## src/rtl/sort_sequencer.sv

```systemverilog
`default_nettype none
// sort_sequencer: 7-value odd-even transposition sorter, one compare-exchange phase per cycle.
// Optional macro SORT_EARLY_EXIT_EN ends SORT after an even/odd phase pair with no swaps.
module sort_sequencer #(
  parameter int DATA_WIDTH = 8,
  parameter int NUM_PHASES = 7
) (
  input  logic                  clk,
  input  logic                  rst,
  input  logic                  refresh,
  input  logic                  in_valid,
  output logic                  in_ready,
  input  logic [DATA_WIDTH-1:0] in0,
  input  logic [DATA_WIDTH-1:0] in1,
  input  logic [DATA_WIDTH-1:0] in2,
  input  logic [DATA_WIDTH-1:0] in3,
  input  logic [DATA_WIDTH-1:0] in4,
  input  logic [DATA_WIDTH-1:0] in5,
  input  logic [DATA_WIDTH-1:0] in6,
  output logic                  out_valid,
  input  logic                  out_ready,
  output logic [DATA_WIDTH-1:0] out0,
  output logic [DATA_WIDTH-1:0] out1,
  output logic [DATA_WIDTH-1:0] out2,
  output logic [DATA_WIDTH-1:0] out3,
  output logic [DATA_WIDTH-1:0] out4,
  output logic [DATA_WIDTH-1:0] out5,
  output logic [DATA_WIDTH-1:0] out6,
  output logic [DATA_WIDTH-1:0] median,
  output logic                  busy,
  output logic [2:0]            phase_cnt
);

  typedef enum logic [1:0] {
    IDLE = 2'd0,
    SORT = 2'd1,
    DONE = 2'd2
  } state_t;

  localparam logic [2:0] LAST_PHASE = 3'(NUM_PHASES - 1);

  state_t                state;
  logic [DATA_WIDTH-1:0] r   [7];
  logic [DATA_WIDTH-1:0] nxt [7];
  logic [DATA_WIDTH-1:0] din [7];
  logic                  finish;

`ifdef SORT_EARLY_EXIT_EN
  logic any_swap;
  logic prev_quiet;
`endif

  assign din[0] = in0;
  assign din[1] = in1;
  assign din[2] = in2;
  assign din[3] = in3;
  assign din[4] = in4;
  assign din[5] = in5;
  assign din[6] = in6;

  // Pairs of one parity are disjoint, so each element is written at most once per phase.
  always_comb begin
    for (int i = 0; i < 7; i++) begin
      nxt[i] = r[i];
    end
`ifdef SORT_EARLY_EXIT_EN
    any_swap = 1'b0;
`endif
    for (int i = 0; i < 6; i++) begin
      if ((i & 1) == int'(phase_cnt[0])) begin
        if (r[i] > r[i+1]) begin
          nxt[i]   = r[i+1];
          nxt[i+1] = r[i];
`ifdef SORT_EARLY_EXIT_EN
          any_swap = 1'b1;
`endif
        end
      end
    end
  end

`ifdef SORT_EARLY_EXIT_EN
  assign finish = (phase_cnt == LAST_PHASE) || (!any_swap && prev_quiet);
`else
  assign finish = (phase_cnt == LAST_PHASE);
`endif

  always_ff @(posedge clk) begin
    if (!rst || refresh) begin
      state     <= IDLE;
      for (int i = 0; i < 7; i++) begin
        r[i] <= '0;
      end
      in_ready  <= 1'b1;
      out_valid <= 1'b0;
      busy      <= 1'b0;
      phase_cnt <= 3'd0;
`ifdef SORT_EARLY_EXIT_EN
      prev_quiet <= 1'b0;
`endif
    end else begin
      case (state)
        IDLE: begin
          if (in_valid) begin
            for (int i = 0; i < 7; i++) begin
              r[i] <= din[i];
            end
            state     <= SORT;
            in_ready  <= 1'b0;
            busy      <= 1'b1;
            phase_cnt <= 3'd0;
`ifdef SORT_EARLY_EXIT_EN
            prev_quiet <= 1'b0;
`endif
          end
        end
        SORT: begin
          for (int i = 0; i < 7; i++) begin
            r[i] <= nxt[i];
          end
`ifdef SORT_EARLY_EXIT_EN
          prev_quiet <= !any_swap;
`endif
          if (finish) begin
            state     <= DONE;
            busy      <= 1'b0;
            out_valid <= 1'b1;
            phase_cnt <= 3'd0;
          end else begin
            phase_cnt <= phase_cnt + 3'd1;
          end
        end
        DONE: begin
          if (out_ready) begin
            state     <= IDLE;
            out_valid <= 1'b0;
            in_ready  <= 1'b1;
          end
        end
        default: begin
          state     <= IDLE;
          in_ready  <= 1'b1;
          out_valid <= 1'b0;
          busy      <= 1'b0;
          phase_cnt <= 3'd0;
        end
      endcase
    end
  end

  assign out0   = r[0];
  assign out1   = r[1];
  assign out2   = r[2];
  assign out3   = r[3];
  assign out4   = r[4];
  assign out5   = r[5];
  assign out6   = r[6];
  assign median = r[3];

endmodule
`default_nettype wire

```

## config.mk

```make
export PLATFORM = sky130hd
export DESIGN_NAME = sort_sequencer
export DESIGN_NICKNAME = d
export VERILOG_FILES = /design/src/rtl/sort_sequencer.sv
export SDC_FILE = /design/constraint.sdc
export NUM_CORES = 1
export LEC_CHECK = 0
export CAP_MARGIN = 20
export CORE_MARGIN = 4
export CORE_UTILIZATION = 44
export CTS_CLUSTER_DIAMETER = 40
export CTS_CLUSTER_SIZE = 40
export DETAILED_ROUTE_END_ITERATION = 16
export PLACE_DENSITY = 0.74
export SLEW_MARGIN = 10
export SYNTH_ARGS = -nofsm -noshare
export SYNTH_HDL_FRONTEND = slang
export SYNTH_SLANG_ARGS = --single-unit
```

## constraint.sdc

```tcl
create_clock -name clk -period 7.3 [get_ports clk]
set_input_delay 1.095 -clock clk [delete_from_list [all_inputs] [get_ports clk]]
set_output_delay 1.095 -clock clk [all_outputs]
set_load 0.02 [all_outputs]
```

[Word-level counts from Yosys, hierarchy flattened]
Memory sizes are Yosys's and may differ from the RTL's.
Cells that the tools add are included.
Cells by class
  add/sub/neg operators: 1
  order comparisons: 6
  equality and inequality tests: 6
  muxes and demuxes: 51
  bitwise logic cells: 17
  reduce and logical (&&, ||, !) cells: 8
Operators by type and width (count)
  2-to-1 mux 16 bit: 12
  2-to-1 mux 8 bit: 14
  greater-than comparator 8 bit: 6
  2-to-1 mux 1 bit: 15
  OR 1 bit: 14
  AND reduction 3 bit: 4
  one-hot mux 1 bit (3 select lines): 3
  one-hot mux 3 bit (3 select lines): 1
  2-to-1 mux 2 bit: 3
  2-to-1 mux 3 bit: 2
  inequality test 2 bit (second input constant): 3
  one-hot mux 2 bit (3 select lines): 1
  adder 3 x 1 -> 3 bit (second input constant): 1
  == test 3 bit (second input constant): 1
  inverter 1 bit: 3
  == test 2 x 1 -> 1 bit (second input constant): 1
  == test 2 bit (second input constant): 1
  zero test 2 bit: 1
  AND reduction 2 bit: 1
  zero test 1 bit: 1
  logical OR 1 bit: 1
Word-level totals
  bits in registers: 8
  bits in writable memories: 56
  input port bits: 61
  output and inout bits: 70
  word-level logic and storage cells: 95
  memories: 1
Memories
  r: depth 7, bits a word 8, read ports 7, clocked after Yosys merged registers in 0, write ports 7, RTL line 43  | logic [DATA_WIDTH-1:0] r [7];

[Logic depth before layout (Yosys ltp)]
  depth after elaboration: 14
  gate-level depth with buffers: 11
  gate-level depth less buffers: 8

[Worst setup path after synthesis]
OpenSTA, ideal clock, no wires.
  path kind: input-to-reg
  start: in in_valid
  end: mem r[6][0] (enable)
  setup time: 0.333 ns
  arrival time: 3.429 ns
  data required time: 6.967 ns
  slack: 3.538 ns
  stages on the path: 3
  path buffers: 0
  cell sequence: nor2_1 o21ai_0 and2_1
RTL lines
  start: declaration: RTL line 11  | input logic in_valid,
  end: declaration: RTL line 43

==> summary.txt <==
Die width: 112 um
Slowest-stage cell, CP: nand2b_1
Critical Path RT: 7.30 ns
Top cell by count, worst path: nand2b_1
Core outline area: 10,500 um^2
Switching share of power: 34.3%
Hold path depth: 2
Crit path capture type: register
Std cell rows: 37
N_diodes: 0
Ys flop type: edfxtp_1
Initial antenna violation count: 0
CTS Hold Bufs: 0
Post-synth top area cell: edfxtp_1
Gate power share: 32.2%
Post-synth ARST share: 0%
Power Density: 186 nW/um^2
WP depth: 6
Iter 0 DRT Violations: 379
Tmin final: 3.21 ns
Top cells by area, synth: edfxtp_1 35%, ha_1 13%, o21ai_0 4.7%
Final #Nets: 728
PostCTS Resize Cnt: 0
Clk buf depth: 2
CP startpoint kind: input port
CP Class: input port to register
Synth-to-Final Area Change: 31.9%
CTS Sinks: 64
Post-Synth Simple-Gate Area: 11.6%
Synth cell types: 45
Int Pwr: 0.000775 W
CTS tree: yes
Yosys warns: 0
Post-route setup TNS: 0 ns
Arrival @ worst endpoint: 3.21 ns
Status: finished clean
First drt pass iteration count: 4
Clock Latency Late Sink: 0.34 ns
FF+latch count, synth: 64
Post-synth top area share: 35.1%
Cell count after synthesis: 510
Worst rel slew slack: 35.4%
Net count after synthesis: 619
First-pass GRT wire length: 23.4 mm
Clk root buf: clkbuf_8
Port Buf Inserts: 130
Vias in the first global route: 4,638
Most frequent cells in the layout: 130 x clkdlybuf4s50_1, 56 x edfxtp_1, 54 x nand2_1, 52 x inv_1, 48 x ha_1
Largest family of logic cells by synthesized area: compound AO/OA/AOI/OAI gates
Largest net degree at the start of global routing: 50
Worst vdd ir: 0.0982 mV
Initial Utilization: 45.8%
CP peak stage delay: 0.50 ns
Total CTS buffers: 9
Post-synthesis xor/xnor area fraction: 0%
Setup bufs post-CTS: 0
Die area: 12,600 um^2
Register area share after synthesis: 38.4%
Sw power: 0.000405 W
Fmax: 312 MHz
Max Cap Viol: 0
Vias per std cell: 6.02
DRC violations left: 0
Commonest non-fill, non-tap cell in the layout: clkdlybuf4s50_1
DPL Wire Length: 10.9 mm
Remaining antenna violation count after routing: 0
Avg Cell Area, Syn: 9.40 um^2
Io pins: 131
Final Util: 60.5%
Clk pin slew, worst setup/hold paths: 0.07 ns
CP max FO: 45
Die height: 112 um
Post-synth EDFFs: 56
Leakage: 2.35 nW
Flop pwr share: 39.2%
Critical path's top delay family: simple AND/OR/NAND/NOR gates
Worst Hold Class: register to register
Complex-gate fraction of the synthesized area: 25.6%
Unrepaired setup endpoints after global routing: no
Reg2Reg Depth: 7
Netlist Area Pre-Place: 4790 um^2
Routability cong.: 0.879
Tcrit/Tclk final: 43.9%
Hold Vio Cnt, Final: 0
Vias: 4,577
Mux share of post-synthesis cell area: 3.34%
Final setup vio count: 0
Final slew viol count: 0
Average wire per standard cell: 19.2 um
Actual slew at the worst max-slew pin: 0.964 ns
Total gr overflow: 0
Share of cells above drive strength 1: 6.57%
Clock power frac: 28.6%
Clock skew: 0.0117 ns
DRT Wirelength: 14.6 mm
Gr usage total: 22.8%
Worst path bufs/invs: 2
# H-tree levels: 3
Critical Path, Cell by Cell: clkdlybuf4s50_1 > nand2b_1 > nor2_2 > buf_4 > nand2b_1 > and2_1
Synth Area in Adders: 12.5%
Total power: 0.00118 W
## per-stage QoR
stage / area [um^2] / hold slack (ns) / setup WS (ns) / cells
after floorplan: 4790 / 0.499 / 3.54 / 510
after global placement: 6100 / 0.475 / 3.84 / 743
after detailed placement: 6100 / 0.484 / 3.73 / 743
after CTS: 6320 / 0.506 / 4.07 / 759
after global routing: 6330 / 0.536 / 3.92 / 760
final: 6330 / 0.499 / 4.09 / 760
## power by group through the flow
stage	Sequential [W]	Combinational, W	Clock [W]
final	0.000462	0.000380	0.000338
after CTS	0.000461	0.000378	0.000337
after global routing	0.000465	0.000417	0.000357
after floorplan	0.000484	0.000223	0
after detailed placement	0.000469	0.000376	0
after global placement	0.000469	0.000364	0
## cell families (layout without fill, tap and decap cells)
| kind of cell | Yosys count | in the layout |
|---|---|---|
| AO/OA/AOI/OAI | 175 | 175 |
| adder cells (fa/ha/maj) | 48 | 48 |
| AND/OR/NAND/NOR | 116 | 116 |
| buffers and inverters | 91 | 205 |
| flip-flops | 64 | 64 |
| multiplexers | 16 | 16 |
## per-layer routing
layer	vias to the layer above	share of wire, %	GRT usage [%]
met4	0	2.8	8.89
met5	-	0	0
li1	2148	-	-
met2	216	48	37.9
met3	32	7.5	4.20
met1	2181	42	29.4
## worst paths after layout
check	startpoint	slack, ns	end
worst max-delay path	refresh	4.09	r[6][4]
worst min-delay path	busy	0.50	busy
worst max register to register	r[5][1]	4.31	r[6][4]
worst min register to register	busy	0.50	busy
## registers in the layout, summed over array words and instances (netlist names)
| name | flops |
|---|---|
| r | 56 |
| phase_cnt | 3 |
| state | 2 |
| busy | 1 |
| in_ready | 1 |
| out_valid | 1 |
## cells in the mapped netlist (all sizes together), types with 7 or more instances
cell type	n
o221ai	7
nor2	15
a32o	16
nand3	9
o211ai	22
o21ai	46
o221a	8
clkbuf	18
inv	53
dfxtp	8
nor3	10
nand4	9
buf	20
nand2	54
edfxtp	56
mux2i	16
a21oi	43
ha	48
a32oi	16
## area by class of cell
type                       instances  area (um^2)
clock inverter                     2         16.3
inverter                          53          199
clock buffer                      14          205
sequential                        64         1840
fill                             918         4140
tap                              136          170
multi-input combinational        355         2550
timing repair buffer             136         1340
## worst reg2reg max path, stage by stage (launching register included)
cell      delay, ns
edfxtp_1       0.50
ha_1           0.35
nor2b_1        0.13
o211ai_1       0.09
a21o_1         0.16
a21oi_1        0.60
nand2b_1       0.38
and2_1         0.43
Note: power is estimated with default switching activity, not from simulation.
